==> config.mk <==
export PLATFORM = sky130hd
export DESIGN_NAME = linear_image_ctrl_flat
export DESIGN_NICKNAME = d
export VERILOG_FILES = /design/src/rtl/czono_pkg.sv /design/src/rtl/linear_image_ctrl_if.sv /design/src/rtl/czono_dim_check.sv /design/src/rtl/linear_image_ctrl.sv /design/src/flat_wrapper.sv
export SDC_FILE = /design/constraint.sdc
export NUM_CORES = 1
export LEC_CHECK = 0
export CAP_MARGIN = 10
export CORE_MARGIN = 2
export CORE_UTILIZATION = 53
export DETAILED_ROUTE_END_ITERATION = 8
export GPL_ROUTABILITY_DRIVEN = 1
export PLACE_DENSITY = 0.83
export SETUP_SLACK_MARGIN = 0.02
export SLEW_MARGIN = 0
export SYNTH_ARGS = -nofsm -noshare
export SYNTH_HDL_FRONTEND = slang
export SYNTH_HIERARCHICAL = 1
export SYNTH_SLANG_ARGS = --single-unit
==> constraint.sdc <==
create_clock -name clk_i -period 4.2 [get_ports clk_i]
set_clock_uncertainty 0.1 [all_clocks]
set_input_delay 0.63 -clock clk_i [delete_from_list [all_inputs] [get_ports clk_i]]
set_output_delay 0.63 -clock clk_i [all_outputs]
set_load 0.02 [all_outputs]
==> src/rtl/czono_pkg.sv <==
// Shared CZonotope definitions: size limits, dimension bundle and the
// state / error encodings used by the operation controllers.
package czono_pkg;

    localparam int NMAX  = 3;
    localparam int NGMAX = 15;
    localparam int NCMAX = 12;
    localparam int NRMAX = 3;

    localparam int ZN_W  = $clog2(NMAX + 1);
    localparam int RNR_W = $clog2(NRMAX + 1);
    localparam int ZNC_W = $clog2(NCMAX + 1);
    localparam int ZNG_W = $clog2(NGMAX + 1);

    typedef enum logic [2:0] {
        ST_IDLE,
        ST_CHECK,
        ST_CLEAR,
        ST_RUN,
        ST_FINISH,
        ST_FAIL
    } li_ctrl_state_e;

    typedef enum logic [1:0] {
        ERR_NONE    = 2'd0,
        ERR_BAD_DIM = 2'd1,
        ERR_TIMEOUT = 2'd2,
        ERR_ABORT   = 2'd3
    } li_err_e;

    typedef struct packed {
        logic [ZN_W-1:0]  zn;
        logic [ZN_W-1:0]  rn;
        logic [RNR_W-1:0] rnr;
        logic [ZNC_W-1:0] znc;
        logic [ZNG_W-1:0] zng;
    } czono_dims_t;

endpackage

==> src/rtl/linear_image_ctrl_if.sv <==
// Command handshake from the reachability-step scheduler: valid/ready plus
// the operand dimensions of one linear-image command.
interface linear_image_ctrl_if;
    import czono_pkg::*;

    logic             cmd_valid;
    logic             cmd_ready;
    logic [ZN_W-1:0]  cmd_zn;
    logic [ZN_W-1:0]  cmd_rn;
    logic [RNR_W-1:0] cmd_rnr;
    logic [ZNC_W-1:0] cmd_znc;
    logic [ZNG_W-1:0] cmd_zng;

    modport master (output cmd_valid, cmd_zn, cmd_rn, cmd_rnr, cmd_znc, cmd_zng,
                    input  cmd_ready);
    modport slave  (input  cmd_valid, cmd_zn, cmd_rn, cmd_rnr, cmd_znc, cmd_zng,
                    output cmd_ready);
endinterface

==> src/rtl/czono_dim_check.sv <==
// Combinational legality check of a CZonotope dimension bundle against the
// supplied size limits; shared by the CZonotope operation controllers.
module czono_dim_check
    import czono_pkg::*;
#(
    parameter int unsigned LIM_N  = NMAX,
    parameter int unsigned LIM_NG = NGMAX,
    parameter int unsigned LIM_NC = NCMAX,
    parameter int unsigned LIM_NR = NRMAX
) (
    input  czono_dims_t dims,
    output logic        legal
);

    int unsigned zn_v, rn_v, rnr_v, znc_v, zng_v;

    // Widened copies keep the limit compares meaningful for any field width.
    always_comb begin
        zn_v  = 32'(dims.zn);
        rn_v  = 32'(dims.rn);
        rnr_v = 32'(dims.rnr);
        znc_v = 32'(dims.znc);
        zng_v = 32'(dims.zng);
        legal = (zn_v != 0) && (rnr_v != 0) && (zng_v != 0) && (rn_v == zn_v) &&
                (zn_v <= LIM_N) && (rn_v <= LIM_N) && (rnr_v <= LIM_NR) &&
                (znc_v <= LIM_NC) && (zng_v <= LIM_NG);
    end

endmodule

==> src/rtl/linear_image_ctrl.sv <==
// Sequencer around one linear_image datapath: accepts and checks a command,
// runs the datapath under a watchdog and flips the ping-pong bank on success.
module linear_image_ctrl #(
    parameter int NMAX        = czono_pkg::NMAX,
    parameter int NGMAX       = czono_pkg::NGMAX,
    parameter int NCMAX       = czono_pkg::NCMAX,
    parameter int NRMAX       = czono_pkg::NRMAX,
    parameter int TIMEOUT_CYC = 1024,
    parameter int CW          = $clog2(TIMEOUT_CYC + 1)
) (
    input  logic                          clk_i,
    input  logic                          rstn_i,
    linear_image_ctrl_if.slave            cmd,
    input  logic                          abort_i,
    output logic                          li_rstn_o,
    output logic [czono_pkg::ZN_W-1:0]    li_zn_o,
    output logic [czono_pkg::ZN_W-1:0]    li_rn_o,
    output logic [czono_pkg::RNR_W-1:0]   li_rnr_o,
    output logic [czono_pkg::ZNC_W-1:0]   li_znc_o,
    output logic [czono_pkg::ZNG_W-1:0]   li_zng_o,
    input  logic                          li_valid_i,
    output logic                          src_bank_o,
    output logic                          dst_bank_o,
    output logic                          busy_o,
    output logic                          done_o,
    output logic                          err_o,
    output logic [1:0]                    err_code_o,
    output logic [CW-1:0]                 cycles_o
);

    localparam logic [CW-1:0] CNT_LAST = CW'(TIMEOUT_CYC - 1);

    czono_pkg::li_ctrl_state_e state_q, state_d;
    czono_pkg::li_err_e        err_q, err_d;
    czono_pkg::czono_dims_t    dims_q, cmd_dims;
    logic [CW-1:0]             cnt_q, cnt_d;
    logic                      src_q;
    logic                      li_rstn_q;
    logic                      dims_legal;

    always_comb begin
        cmd_dims     = '0;
        cmd_dims.zn  = cmd.cmd_zn;
        cmd_dims.rn  = cmd.cmd_rn;
        cmd_dims.rnr = cmd.cmd_rnr;
        cmd_dims.znc = cmd.cmd_znc;
        cmd_dims.zng = cmd.cmd_zng;
    end

    czono_dim_check #(
        .LIM_N  (NMAX),
        .LIM_NG (NGMAX),
        .LIM_NC (NCMAX),
        .LIM_NR (NRMAX)
    ) u_dim_check (
        .dims  (dims_q),
        .legal (dims_legal)
    );

    // Abort outranks completion, which outranks the watchdog.
    always_comb begin
        state_d = state_q;
        err_d   = err_q;
        cnt_d   = cnt_q;
        unique case (state_q)
            czono_pkg::ST_IDLE: begin
                if (cmd.cmd_valid) begin
                    state_d = czono_pkg::ST_CHECK;
                    err_d   = czono_pkg::ERR_NONE;
                    cnt_d   = '0;
                end
            end
            czono_pkg::ST_CHECK: begin
                if (abort_i) begin
                    state_d = czono_pkg::ST_FAIL;
                    err_d   = czono_pkg::ERR_ABORT;
                end else if (!dims_legal) begin
                    state_d = czono_pkg::ST_FAIL;
                    err_d   = czono_pkg::ERR_BAD_DIM;
                end else begin
                    state_d = czono_pkg::ST_CLEAR;
                end
            end
            czono_pkg::ST_CLEAR: begin
                cnt_d = '0;
                if (abort_i) begin
                    state_d = czono_pkg::ST_FAIL;
                    err_d   = czono_pkg::ERR_ABORT;
                end else begin
                    state_d = czono_pkg::ST_RUN;
                end
            end
            czono_pkg::ST_RUN: begin
                cnt_d = (cnt_q == CNT_LAST) ? cnt_q : cnt_q + CW'(1);
                if (abort_i) begin
                    state_d = czono_pkg::ST_FAIL;
                    err_d   = czono_pkg::ERR_ABORT;
                end else if (li_valid_i) begin
                    state_d = czono_pkg::ST_FINISH;
                end else if (cnt_q == CNT_LAST) begin
                    state_d = czono_pkg::ST_FAIL;
                    err_d   = czono_pkg::ERR_TIMEOUT;
                end
            end
            czono_pkg::ST_FINISH: state_d = czono_pkg::ST_IDLE;
            czono_pkg::ST_FAIL:   state_d = czono_pkg::ST_IDLE;
            default:              state_d = czono_pkg::ST_IDLE;
        endcase
    end

    // Result registers load on entry to FINISH/FAIL so they are valid during the pulse.
    always_ff @(posedge clk_i or negedge rstn_i) begin
        if (!rstn_i) begin
            state_q   <= czono_pkg::ST_IDLE;
            err_q     <= czono_pkg::ERR_NONE;
            cnt_q     <= '0;
            dims_q    <= '0;
            src_q     <= 1'b0;
            li_rstn_q <= 1'b0;
            cycles_o  <= '0;
        end else begin
            state_q   <= state_d;
            err_q     <= err_d;
            cnt_q     <= cnt_d;
            li_rstn_q <= (state_d == czono_pkg::ST_RUN);
            if (state_q == czono_pkg::ST_IDLE && cmd.cmd_valid) begin
                dims_q <= cmd_dims;
            end
            if (state_d == czono_pkg::ST_FINISH || state_d == czono_pkg::ST_FAIL) begin
                cycles_o <= cnt_d;
            end
            if (state_d == czono_pkg::ST_FINISH) begin
                src_q <= ~src_q;
            end
        end
    end

    assign cmd.cmd_ready = (state_q == czono_pkg::ST_IDLE);
    assign busy_o        = (state_q != czono_pkg::ST_IDLE);
    assign done_o        = (state_q == czono_pkg::ST_FINISH);
    assign err_o         = (state_q == czono_pkg::ST_FAIL);
    assign err_code_o    = err_q;
    assign li_rstn_o     = li_rstn_q;
    assign src_bank_o    = src_q;
    assign dst_bank_o    = ~src_q;
    assign li_zn_o       = dims_q.zn;
    assign li_rn_o       = dims_q.rn;
    assign li_rnr_o      = dims_q.rnr;
    assign li_znc_o      = dims_q.znc;
    assign li_zng_o      = dims_q.zng;

endmodule

==> src/flat_wrapper.sv <==
// flat-port wrapper written by rule: the top's interface ports become plain ports
module linear_image_ctrl_flat 
#(
    parameter int NMAX        = czono_pkg::NMAX,
    parameter int NGMAX       = czono_pkg::NGMAX,
    parameter int NCMAX       = czono_pkg::NCMAX,
    parameter int NRMAX       = czono_pkg::NRMAX,
    parameter int TIMEOUT_CYC = 1024,
    parameter int CW          = $clog2(TIMEOUT_CYC + 1)
)
  (clk_i, rstn_i, abort_i, li_rstn_o, li_zn_o, li_rn_o, li_rnr_o, li_znc_o, li_zng_o, li_valid_i, src_bank_o, dst_bank_o, busy_o, done_o, err_o, err_code_o, cycles_o, cmd_cmd_valid, cmd_cmd_zn, cmd_cmd_rn, cmd_cmd_rnr, cmd_cmd_znc, cmd_cmd_zng, cmd_cmd_ready);
  linear_image_ctrl_if cmd_i ();
  input  logic clk_i;
  input  logic rstn_i;
  input  logic abort_i;
  output logic li_rstn_o;
  output logic [czono_pkg::ZN_W-1:0] li_zn_o;
  output logic [czono_pkg::ZN_W-1:0] li_rn_o;
  output logic [czono_pkg::RNR_W-1:0] li_rnr_o;
  output logic [czono_pkg::ZNC_W-1:0] li_znc_o;
  output logic [czono_pkg::ZNG_W-1:0] li_zng_o;
  input  logic li_valid_i;
  output logic src_bank_o;
  output logic dst_bank_o;
  output logic busy_o;
  output logic done_o;
  output logic err_o;
  output logic [1:0] err_code_o;
  output logic [CW-1:0] cycles_o;
  input wire logic [$bits(cmd_i.cmd_valid)-1:0] cmd_cmd_valid;
  input wire logic [$bits(cmd_i.cmd_zn)-1:0] cmd_cmd_zn;
  input wire logic [$bits(cmd_i.cmd_rn)-1:0] cmd_cmd_rn;
  input wire logic [$bits(cmd_i.cmd_rnr)-1:0] cmd_cmd_rnr;
  input wire logic [$bits(cmd_i.cmd_znc)-1:0] cmd_cmd_znc;
  input wire logic [$bits(cmd_i.cmd_zng)-1:0] cmd_cmd_zng;
  output wire logic [$bits(cmd_i.cmd_ready)-1:0] cmd_cmd_ready;
  assign cmd_i.cmd_valid = cmd_cmd_valid;
  assign cmd_i.cmd_zn = cmd_cmd_zn;
  assign cmd_i.cmd_rn = cmd_cmd_rn;
  assign cmd_i.cmd_rnr = cmd_cmd_rnr;
  assign cmd_i.cmd_znc = cmd_cmd_znc;
  assign cmd_i.cmd_zng = cmd_cmd_zng;
  assign cmd_cmd_ready = cmd_i.cmd_ready;
  linear_image_ctrl #(.NMAX(NMAX), .NGMAX(NGMAX), .NCMAX(NCMAX), .NRMAX(NRMAX), .TIMEOUT_CYC(TIMEOUT_CYC), .CW(CW)) u_core (.clk_i(clk_i), .rstn_i(rstn_i), .cmd(cmd_i), .abort_i(abort_i), .li_rstn_o(li_rstn_o), .li_zn_o(li_zn_o), .li_rn_o(li_rn_o), .li_rnr_o(li_rnr_o), .li_znc_o(li_znc_o), .li_zng_o(li_zng_o), .li_valid_i(li_valid_i), .src_bank_o(src_bank_o), .dst_bank_o(dst_bank_o), .busy_o(busy_o), .done_o(done_o), .err_o(err_o), .err_code_o(err_code_o), .cycles_o(cycles_o));
endmodule
# --- Yosys cells after proc, flatten, opt, wreduce, memory -nomap -nowiden ---
# Cells that the tools add are included.
totals:
  register_bits: 43
  inputBits: 19
op_classes:
  n_addsub: 1
  n_lt_le_gt_ge: 1
  n_eq_ne: 15
  mux: 19
  n_bitwise: 1
  reduce_logical: 13
op_table:
  columns: ["operator", "n"]
  rows:
  - ["11-bit case mux with 3 select lines", 1]
  - ["11-bit two-way mux", 2]
  - ["3-bit two-way mux", 7]
  - ["2-bit two-way mux", 7]
  - ["3-bit equality test, second input constant", 4]
  - ["3-bit case mux with 4 select lines", 1]
  - ["11-bit by 1-bit adder with 11-bit output, second input constant", 1]
  - ["11-bit by 10-bit equality test with 1-bit output, second input constant", 1]
  - ["3-bit by 2-bit equality test with 1-bit output, second input constant", 3]
  - ["2-bit case mux with 4 select lines", 1]
  - ["4-bit nonzero test", 2]
  - ["3-bit inequality test, second input constant", 2]
  - ["6-bit AND reduction", 1]
  - ["1-bit logical AND", 5]
  - ["4-bit <= comparator, second input constant", 1]
  - ["2-bit inequality test, second input constant", 2]
  - ["2-bit nonzero test", 2]
  - ["3-bit by 1-bit equality test with 1-bit output, second input constant", 1]
  - ["3-bit logical NOT", 1]
  - ["3-bit by 2-bit inequality test with 1-bit output, second input constant", 1]
  - ["3-bit nonzero test", 1]
  - ["2-bit equality test", 1]
  - ["1-bit logical OR", 1]
  - ["1-bit NOT", 1]

# --- Depth between registers and ports, before layout ---
# Gate-level depths: netlist of the first run.
depth:
  word_depth: 10
  depth_mapped: 8
  ltp_nobuf: 8

# --- By module ---
# Netlist of the first run, hierarchy kept.
modules_own_cells:
  columns: ["module", "instances", "cells_per_inst", "area_per_inst_um2", "seq_area_each_um2"]
  rows:
  - ["linear_image_ctrl", 1, 172, 2073.2, 1076.0]
  - ["czono_dim_check", 1, 7, 62.6, 0.0]

# --- Worst setup path before layout of the first run ---
# Ideal clock, no wire load.
synth_path:
  path_kind: "flip-flop to flip-flop"
  startpoint: "register u_core.dims_q, in the netlist u_core/li_zng_o[1]"
  endpoint: "register u_core.cycles_o[10]"
  setup_ns: 0.125
  arrival_time_ns: 2.028
  t_required_ns: 3.975
  path_slack_ns: 1.946
  stages_incl_launch_ff: 9
  n_path_buf: 1
  period_less_slack_ns: 2.254
  cell_sequence: "dfrtp_1 > or4_4 > o211ai_2 > nor2_2 > a221oi_1 > nor2_2 > inv_2 > buf_12 > mux2_4"
synth_via:
  elab_chain_len: 9
  elab_cells_between_ends: 10
synth_lines:
  columns: ["element", "line_no", "text"]
  rows:
  - ["start: declaration", "linear_image_ctrl.sv:35", "czono_pkg::czono_dims_t dims_q, cmd_dims;"]
  - ["start signal: assignment", "linear_image_ctrl.sv:127", "dims_q <= cmd_dims;"]
  - ["4-bit nonzero test (*)", "czono_dim_check.sv:24", "legal = (zn_v != 0) && (rnr_v != 0) && (zng_v != 0) && (rn_v == zn_v) &&"]
  - ["1-bit logical AND (*) (2 in a row)", "czono_dim_check.sv:24", null]
  - ["1-bit logical AND (*)", "czono_dim_check.sv:25", "(zn_v <= LIM_N) && (rn_v <= LIM_N) && (rnr_v <= LIM_NR) &&"]
  - ["net u_core.dims_legal", "linear_image_ctrl.sv:39", "logic dims_legal;"]
  - ["3-bit two-way mux (*)", "linear_image_ctrl.sv:77", "end else if (!dims_legal) begin"]
  - ["3-bit two-way mux (*)", "linear_image_ctrl.sv:74", "if (abort_i) begin"]
  - ["3-bit case mux with 4 select lines (*)", "linear_image_ctrl.sv:65", "unique case (state_q)"]
  - ["net u_core.state_d[2]", "linear_image_ctrl.sv:33", "czono_pkg::li_ctrl_state_e state_q, state_d;"]
  - ["3-bit equality test", "linear_image_ctrl.sv:129", "if (state_d == czono_pkg::ST_FINISH || state_d == czono_pkg::ST_FAIL) begin"]
  - ["1-bit logical OR (*)", "linear_image_ctrl.sv:129", null]
  - ["end signal: assignment", "linear_image_ctrl.sv:130", "cycles_o <= cnt_d;"]
  - ["end: declaration", "linear_image_ctrl.sv:28", "output logic [CW-1:0] cycles_o"]
# The timed path passes the listed nets; every way through them passes the cells marked *.
# A chain may end at the register's enable or synchronous reset.

# --- Final worst setup path of the first run ---
layout_path:
  startpoint: "register u_core.state_q[0]"
  endpoint: "output port err_o"
layout_via:
  elab_chain_len: 1
layout_lines:
  columns: ["element", "line_no", "text"]
  rows:
  - ["start: declaration", "linear_image_ctrl.sv:33", null]
  - ["start signal: assignment", "linear_image_ctrl.sv:114", "state_q <= czono_pkg::ST_IDLE;"]
  - ["start signal: assignment", "linear_image_ctrl.sv:122", "state_q <= state_d;"]
  - ["3-bit equality test", "linear_image_ctrl.sv:141", "assign err_o = (state_q == czono_pkg::ST_FAIL);"]
  - ["end: declaration", "flat_wrapper.sv:27", "output logic err_o;"]
# Every way passes these cells.

==> results of run 1 <==
[per-stage QoR]
step                std cells  hold slack (ns)  setup slack (ns)
CTS                       280            0.392              1.65
global route              280            0.433              1.54
floorplan                 179            0.234              1.95
detailed placement        272            0.396              1.45
finish                    280            0.371              1.66
global placement          272            0.389              1.48
[path summary, 6_finish.rpt]
path	cells past startpoint	slack (ns)	end	startpoint
worst max register to register	6	1.72	u_core/cycles_o[0]	u_core/cnt_q[0]
worst max-delay path	3	1.66	err_o	u_core/state_q[0]
worst min-delay path	1	0.37	u_core/li_znc_o[3]	rstn_i
min in group clk_i	1	0.41	u_core/cycles_o[10]	u_core/cycles_o[10]
max in group asynchronous	1	3.05	u_core/li_rnr_o[0]	rstn_i
worst min register to register	1	0.41	u_core/cycles_o[10]	u_core/cycles_o[10]
[area by class of cell]
class                      instances  area [sq um]
fill                             283          1170
sequential                        43          1080
multi-input combinational        122           966
timing repair buffer              52           515
clock buffer                       6          72.6
tap                               50          62.6
clock inverter                     2          60.1
inverter                           5          18.8
[kinds of logic after synthesis]
family	share of synthesized area
compound gates	0.114
xor+xnor	0.00820
fa+ha+maj	0.00586
buf+inv	0.0439
flops	0.504
mux	0.158
simple gates	0.166
[metal layers]
metal / vias up / wire length, microns
li1: 762 / -
met1: 771 / 2080
met2: 63 / 2280
met3: 10 / 199
met4: 0 / 93
met5: - / 0
[power by group]
group / internal (mW) / switching, mW / total [mW]
sequential: 0.527 / 0.127 / 0.654
clock: 0.238 / 0.138 / 0.376
combinational: 0.411 / 0.389 / 0.800
[cells in the mapped netlist, drive strengths merged (3+ instances only)]
cell and n:
a21oi 10, a31oi 3, buf 7, dfrtp 43, inv 5, mux2 27
nand2 8, nand3 4, nand4 5, nor2 12, nor2b 3, nor3 5
o21ai 10, o31ai 3
[registers in the layout, summed over array words and instances, names as in the netlist]
name,cells
u_core/cnt_q,11
u_core/cycles_o,11
u_core/li_znc_o,4
u_core/li_zng_o,4
u_core/state_q,3
u_core/err_code_o,2
u_core/li_rn_o,2
u_core/li_rnr_o,2
u_core/li_zn_o,2
u_core/li_rstn_o,1
u_core/src_bank_o,1
==> key figures, run 1 <==
Timing
  • Min cycle time layout: 2.54 ns
  • Setup violators final: 0
  • Worst Max-Slew Pin Slew: 0.932 ns
  • RSZ-0062 raised after global routing: no
  • Max Fclk: 393 MHz
  • Pins Over Slew Limit: 0
  • Setup_tns: 0 ns
  • Slew Limit Headroom: 0.379
  • Hold Fails Final Rpt: 0
  • Fin crit share: 0.606

Clock tree
  • Post-CTS Repair Setup Buffers: 0
  • Clock buffer depth: 2
  • CTS H-Tree Depth: 2
  • CTS tree: done
  • Post-cts resize count: 0
  • Sink Count: 43
  • Root Buffer: clkbuf_8
  • CTS Buf Count: 5
  • Worst skew pair latency: 0.29 ns
  • Post-CTS Hold Fix Bufs: 0
  • Worst-path clk slew: 0.08 ns

Floorplan
  • Core box area: 3940 sq um
  • # IOs: 53
  • Site row count: 23
  • Die area: 4550 sq um
  • Die height: 67.5 microns
  • Initial Util: 0.542
  • Die Wd: 67.5 microns

Drt
  • Final WL: 4.65 mm
  • Initial DRC Count: 222
  • # DRC: 0
  • Mean routed wirelength per cell: 16.6 microns
  • Via density: 5.74
  • DR pass1 iterations: 4
  • Vias post-DR: 1,606
  • Antenna viol nets, final: 0

Global routing
  • Antenna violations before repair: 0
  • Met3 Usage GRT: 0.0450
  • Most Used Layer, Global Route: met2
  • First-pass GRT wire length: 7.36 mm
  • Grt met1 use: 0.298
  • All-Layer GR Usage: 0.221
  • Vias in the first global route: 1,508
  • Met2 usage: 0.344
  • Grt total ovfl: 0
  • Pin count of the biggest net entering global routing: 44

Critical path
  • Slowest cell on the critical path: dfrtp_1
  • CP bufs+invs: 1
  • Chain of cells forming the critical path: and2b_1 > and2_1 > clkdlybuf4s50_1
  • CP peak stage delay: 0.59 ns
  • CP arrival: 1.81 ns
  • Crit Path Max Fanout: 13
  • Top cell family by delay on the critical path: flip-flops
  • CP Capture Type: output port
  • WP data required: 3.47 ns
  • Setup CP Type: register to output port
  • Crit start category: register

Synth
  • Synth Area per Inst: 11.9 sq um
  • Net Count, Synth: 199
  • Number of cells produced by synthesis: 179
  • Synth top area cells: dfrtp_1 50%, mux2_2 9.5%, mux2_4 6.3%
  • Yosys cell types: 51
  • Area leader, netlist: dfrtp_1
  • Yosys reg bits: 43
  • Synth Warn #: 6
  • Register area share after synthesis: 0.504
  • Synthesized area: 2140 sq um
  • EDFF count, synth: 0
  • Synth top area share: 0.504
  • Top_reg_cell synth: dfrtp_1
  • Ys async rst share: 1.00

Cells and area
  • Share of layout cells above drive strength 1: 0.200
  • Ant. Diodes: 0
  • Final #Nets: 249
  • Synthesis-to-finish area growth: 29.8%
  • Commonest non-fill, non-tap cell in the layout: clkdlybuf4s50_1
  • Fin util: 0.703
  • Final Instance Area: 2770 sq um
  • Commonest cells after routing, fill and taps aside: 51 x clkdlybuf4s50_1, 43 x dfrtp_1, 18 x mux2_2

Hold path
  • Min-Delay Path Class: input port to async pin

Place
  • RD Place Congestion: 0.833
  • Post-DP HPWL: 2.97 mm
  • Buffers on Ports: 52
  • Placed Instance Area: 2640 sq um

Power
  • Total power: 1.83 mW
  • P_leak: 1.21 nW
  • Worst VDD drop: 0.493 mV
  • P per Cell Area: 660 nW/um^2

Run
  • Max Cap Viol: 0

Status
  • Status: complete, no violations
Note: power is estimated with default switching activity, not from simulation.
==> run 2, diff against run 1 <==
--- a/config.mk
+++ b/config.mk
@@ -7,10 +7,10 @@
 export LEC_CHECK = 0
 export CAP_MARGIN = 10
 export CORE_MARGIN = 2
-export CORE_UTILIZATION = 53
+export CORE_UTILIZATION = 44
 export DETAILED_ROUTE_END_ITERATION = 8
 export GPL_ROUTABILITY_DRIVEN = 1
-export PLACE_DENSITY = 0.83
+export PLACE_DENSITY = 0.73
 export SETUP_SLACK_MARGIN = 0.02
 export SLEW_MARGIN = 0
 export SYNTH_ARGS = -nofsm -noshare
==> constraint.sdc (replaced) <==
create_clock -name clk_i -period 2.1 [get_ports clk_i]
set_clock_uncertainty 0.1 [all_clocks]
set_input_delay 0.315 -clock clk_i [delete_from_list [all_inputs] [get_ports clk_i]]
set_output_delay 0.315 -clock clk_i [all_outputs]
set_load 0.02 [all_outputs]
==> key figures, run 2 (synthesis results as in run 1) <==
Critical path
  • Worst r2r src: u_core/li_zng_o[1]
  • Setup CP Type: register to register
  • Reg2Reg Capture Point: u_core/cycles_o[4]
  • WP data required: 2.18 ns
  • Crit start category: register
  • Crit Path Max Fanout: 4
  • CP Capture Type: register
  • Reg2Reg Depth: 8
  • CP arrival: 2.26 ns
  • R2r setup slk: -0.08 ns

Global routing
  • First-pass GRT wire length: 7.70 mm
  • Grt total ovfl: 0
  • Antenna violations before repair: 0
  • All-Layer GR Usage: 0.189
  • Pin count of the biggest net entering global routing: 33
  • Vias in the first global route: 1,547

Clock tree
  • Worst skew pair latency: 0.29 ns
  • CTS tree: done
  • Sink Count: 43
  • Clock buffer depth: 2
  • Root Buffer: clkbuf_8
  • CTS Buf Count: 5
  • Worst-path clk slew: 0.08 ns
  • CTS H-Tree Depth: 2

Place
  • Placed Cells: 297
  • Buffers on Ports: 52
  • RD Place Congestion: 0.954
  • Post-DP HPWL: 3.32 mm
  • Post-Place Setup Slack: -0.0925 ns

Power
  • Logic pwr share: 0.503
  • P per Cell Area: 1290 nW/um^2
  • Worst VDD drop: 0.843 mV
  • P_leak: 1.37 nW
  • Sequential share of power: 0.327
  • Clock power share: 0.169
  • Internal: 2.49 mW
  • Sw frac: 0.359
  • Psw: 1.40 mW

Drt
  • Initial DRC Count: 140
  • Mean routed wirelength per cell: 15.2 microns
  • Wire length on met2: 2.21 mm
  • Top sig layer: met4
  • Via density: 5.46
  • # DRC: 0
  • DRT met1 WL: 2.16 mm
  • Vias post-DR: 1,683
  • Wire length on met3: 248 microns
  • DR pass1 iterations: 4
  • Antenna viol nets, final: 0
  • Final WL: 4.67 mm

Cells and area
  • Largest regs: u_core/cnt_q: 11 flops, u_core/cycles_o: 11 flops
  • Share of layout cells above drive strength 1: 0.315
  • Commonest non-fill, non-tap cell in the layout: clkdlybuf4s50_1
  • Final #Nets: 273
  • Commonest cells after routing, fill and taps aside: 47 x clkdlybuf4s50_1, 39 x dfrtp_1, 22 x buf_4, 16 x mux2_2, 11 x mux2_4
  • Fin util: 0.643
  • Fillers: 358
  • Ant. Diodes: 0
  • Final std cells w/o fill: 308
  • Synthesis-to-finish area growth: 41.2%

Timing
  • Hold Fails Final Rpt: 0
  • Max Fclk: 458 MHz
  • Min cycle time layout: 2.18 ns
  • Pins Over Slew Limit: 0
  • Worst Max-Slew Pin Slew: 0.701 ns
  • RSZ-0062 raised after global routing: yes
  • Setup violators final: 11
  • Final WS setup: -0.0842 ns
  • Slew Limit Headroom: 0.532
  • Fin crit share: 1.04

Status
  • Failing checks: negative setup slack
  • Status: complete, but fails checks

Hold path
  • Min-Delay Path Class: register to register
  • Hold Path Sink: u_core/err_code_o[0]
  • Hold path startpoint: u_core/err_code_o[0]
  • Hold depth: 1

Floorplan
  • Die Wd: 73.7 microns
  • Die height: 73.7 microns
  • Core box area: 4690 sq um
  • # IOs: 53
  • Die area: 5430 sq um
  • Site row count: 25
  • Initial Util: 0.455

Run
  • Max Cap Viol: 0
==> run 2: changes by cell type in the layout (fill, tap and decap cells not counted), moves of 2 or more <==
cell / change
clkdlybuf4s50_1: -4
buf_4: +22
mux2_2: -2
dfrtp_1: -4
dfrtp_2: +4
dlygate4sd2_1: +2
dlymetal6s2s_1: +2
mux2_4: +2
==> run 2: power groups by stage <==
stage	Clock (mW)	Sequential, mW	Combinational, mW
2_1_floorplan	0	1.46	0.883
3_3_place_gp	0	1.29	1.83
3_5_place_dp	0	1.29	1.85
4_1_cts	0.682	1.29	1.89
5_1_grt	0.724	1.31	2.08
6_report	0.659	1.27	1.96
==> run 2: final cells by class <==
class	count	area, sq um	share of cell area
tap	54	67.6	0.0224
clock inverter	2	35.0	0.0116
multi-input combinational	122	1020	0.338
clock buffer	6	82.6	0.0274
sequential	43	1080	0.358
timing repair buffer	76	713	0.236
inverter	5	18.8	0.00622
==> run 2: worst max path at each step <==
| stage | from | end | slack, ns | cells after the start |
|---|---|---|---|---|
| after floorplan | u_core/li_zng_o[1] | u_core/cycles_o[10] | -0.05 | 8 |
| after global placement | abort_i | u_core/cycles_o[1] | -0.06 | 7 |
| after detailed placement | abort_i | u_core/cycles_o[1] | -0.09 | 7 |
| after CTS | u_core/li_zng_o[1] | u_core/cycles_o[4] | -0.09 | 8 |
| after global routing | u_core/li_zng_o[1] | u_core/cycles_o[4] | -0.14 | 8 |
| final | u_core/li_zng_o[1] | u_core/cycles_o[4] | -0.08 | 8 |
==> run 2: stage by stage <==
stage / total power, mW / TNS [ns] / hold slack (ns) / instance area (sq um)
after floorplan: 2.34 / -0.483 / -0.0806 / 2140
after global placement: 3.12 / -0.635 / 0.300 / 2820
after detailed placement: 3.14 / -0.927 / 0.314 / 2820
after CTS: 3.86 / -0.792 / 0.423 / 2970
after global routing: 4.12 / -1.35 / 0.435 / 3020
final: 3.89 / -0.772 / 0.417 / 3020
==> run 2: metal layers <==
layer	vias to the layer above	global-route usage
met3	5	0.0494
li1	806	-
met5	-	0
met2	47	0.272
met4	0	0.0667
met1	825	0.276
==> run 2: what timing repair did <==
| item | 4_1_cts | 5_1_grt |
|---|---|---|
| setup buffers | 1 | 3 |
| resized for setup | 8 | 8 |
| endpoints found under the hold margin | 26 | 0 |
| pin swaps | 0 | 2 |
| endpoints found under the setup margin | 17 | 16 |
| hold buffers | 1 | 0 |
==> run 2: worst max-delay path, cell delays in order, from the launching register on <==
cell and delay [ns]:
dfrtp_2 0.40, or4_4 0.53, o211ai_2 0.09, nor2_2 0.07
a221oi_2 0.26, nor2_2 0.07, inv_2 0.09, buf_4 0.15
mux2_4 0.30
==> run 3, diff against run 2 <==
--- a/config.mk
+++ b/config.mk
@@ -10,6 +10,7 @@
 export CORE_UTILIZATION = 44
 export DETAILED_ROUTE_END_ITERATION = 8
 export GPL_ROUTABILITY_DRIVEN = 1
+export GPL_TIMING_DRIVEN = 0
 export PLACE_DENSITY = 0.73
 export SETUP_SLACK_MARGIN = 0.02
 export SLEW_MARGIN = 0
==> constraint.sdc (replaced) <==
create_clock -name clk_i -period 2.1 [get_ports clk_i]
set_clock_uncertainty 0.1 [all_clocks]
set_input_delay 0.315 -clock clk_i [delete_from_list [all_inputs] [get_ports clk_i]]
set_output_delay 0.315 -clock clk_i [all_outputs]
set_load 0.005 [all_outputs]
==> key figures, run 3 (synthesis results as in run 1) <==
Global routing
  • Vias in the first global route: 1,591
  • All-Layer GR Usage: 0.191
  • Grt total ovfl: 0
  • First-pass GRT wire length: 7.74 mm
  • Antenna violations before repair: 0
  • Pin count of the biggest net entering global routing: 24

Cells and area
  • Final std cells w/o fill: 302
  • Ant. Diodes: 0
  • Largest regs: u_core/cnt_q: 11 flops, u_core/cycles_o: 11 flops
  • Synthesis-to-finish area growth: 41.4%
  • Final #Nets: 267
  • Commonest cells after routing, fill and taps aside: 50 x clkdlybuf4s50_1, 43 x dfrtp_1, 18 x mux2_2, 12 x buf_4, 10 x o21ai_0
  • Share of layout cells above drive strength 1: 0.286
  • Commonest non-fill, non-tap cell in the layout: clkdlybuf4s50_1

Clock tree
  • CTS Buf Count: 5
  • Root Buffer: clkbuf_8
  • Clock buffer depth: 2
  • Sink Count: 43
  • Worst-path clk slew: 0.08 ns
  • CTS H-Tree Depth: 2
  • CTS tree: done
  • Worst skew pair latency: 0.30 ns

Floorplan
  • Site row count: 25
  • Initial Util: 0.455
  • # IOs: 53
  • Die height: 73.7 microns
  • Die area: 5430 sq um
  • Die Wd: 73.7 microns
  • Core box area: 4690 sq um

Drt
  • Final WL: 4.78 mm
  • DR pass1 iterations: 4
  • Mean routed wirelength per cell: 15.8 microns
  • Via density: 5.45
  • # DRC: 0
  • Initial DRC Count: 71
  • Antenna viol nets, final: 0
  • Vias post-DR: 1,647

Timing
  • Slew Limit Headroom: 0.645
  • Max Fclk: 455 MHz
  • Pins Over Slew Limit: 0
  • Setup_tns: -1.02 ns
  • Fin crit share: 1.05
  • Final WS setup: -0.0996 ns
  • Hold Fails Final Rpt: 0
  • Setup violators final: 14
  • Min cycle time layout: 2.20 ns
  • Worst Max-Slew Pin Slew: 0.533 ns
  • RSZ-0062 raised after global routing: yes

Place
  • Placed Cells: 286
  • RD Place Congestion: 0.828
  • Buffers on Ports: 52
  • Post-DP HPWL: 3.30 mm

Power
  • Worst VDD drop: 0.952 mV
  • P_leak: 1.34 nW
  • Total power: 3.75 mW
  • P per Cell Area: 1240 nW/um^2

Status
  • Status: complete, but fails checks
  • Failing checks: negative setup slack

Critical path
  • Crit start category: register
  • Chain of cells forming the critical path: or4_4 > o211ai_2 > nor2_4 > a221oi_2 > nor2_2 > inv_2 > buf_12 > mux2_4
  • Reg2Reg Depth: 8
  • CP Capture Type: register
  • Setup CP Type: register to register
  • Crit Path Max Fanout: 10
  • Slowest cell on the critical path: or4_4
  • WP data required: 2.19 ns
  • CP peak stage delay: 0.54 ns
  • CP arrival: 2.29 ns

Run
  • Max Cap Viol: 0

Hold path
  • Hold depth: 1
  • Min-Delay Path Class: register to register
==> run 3: per-stage QoR <==
step	utilization	area (sq um)	setup WS [ns]	hold WS [ns]
2_1_floorplan	-	2140	0.0119	-0.0806
3_3_place_gp	0.582	2730	-0.531	0.391
3_5_place_dp	0.587	2750	-0.230	0.229
4_1_cts	0.630	2960	-0.102	0.418
5_1_grt	0.643	3020	-0.165	0.430
6_report	0.643	3020	-0.0996	0.415
==> run 3: power breakdown <==
part | switching [mW] | internal (mW)
clock network | 0.286 | 0.475
logic | 0.680 | 1.06
registers | 0.194 | 1.05
total | 1.16 | 2.59
==> run 3: critical path: cells and delay by family (launching register included) <==
family          cells  cell delay [ns]
mux                 1             0.31
flops               1             0.39
simple gates        3             0.67
buf+inv             2             0.25
compound gates      2             0.36
==> run 3: final timing paths <==
path,startpoint,slack [ns],to
max in group asynchronous,rstn_i,0.98,u_core/li_zng_o[0]
min,u_core/cycles_o[0],0.41,u_core/cycles_o[0]
max,u_core/li_zng_o[1],-0.1,u_core/cycles_o[3]
max reg2reg,u_core/li_zng_o[1],-0.1,u_core/cycles_o[3]
min in group asynchronous,rstn_i,0.43,u_core/cycles_o[5]
min reg2reg,u_core/cycles_o[0],0.41,u_core/cycles_o[0]
==> run 3: area by class of cell <==
class | count | area (sq um)
fill | 383 | 1670
sequential | 43 | 1080
multi-input combinational | 122 | 1030
timing repair buffer | 62 | 616
buffer | 8 | 76.3
clock buffer | 6 | 72.6
tap | 54 | 67.6
clock inverter | 2 | 60.1
inverter | 5 | 18.8
==> run 3: repair_timing <==
| action | in CTS | in global routing |
|---|---|---|
| setup endpoints to repair | 25 | 24 |
| setup buffers | 4 | 5 |
| hold buffers | 1 | 0 |
| gates resized for setup | 6 | 9 |
| pin swaps | 1 | 5 |
| hold endpoints to repair | 22 | 0 |
==> run 3: routing by layer <==
| metal | GRT usage | routed length [microns] | vias up |
|---|---|---|---|
| met2 | 0.296 | 2320 | 51 |
| met5 | 0 | 0 | - |
| met4 | 0.0606 | 71 | 0 |
| met3 | 0.0480 | 276 | 6 |
| met1 | 0.263 | 2110 | 798 |
| li1 | - | - | 792 |
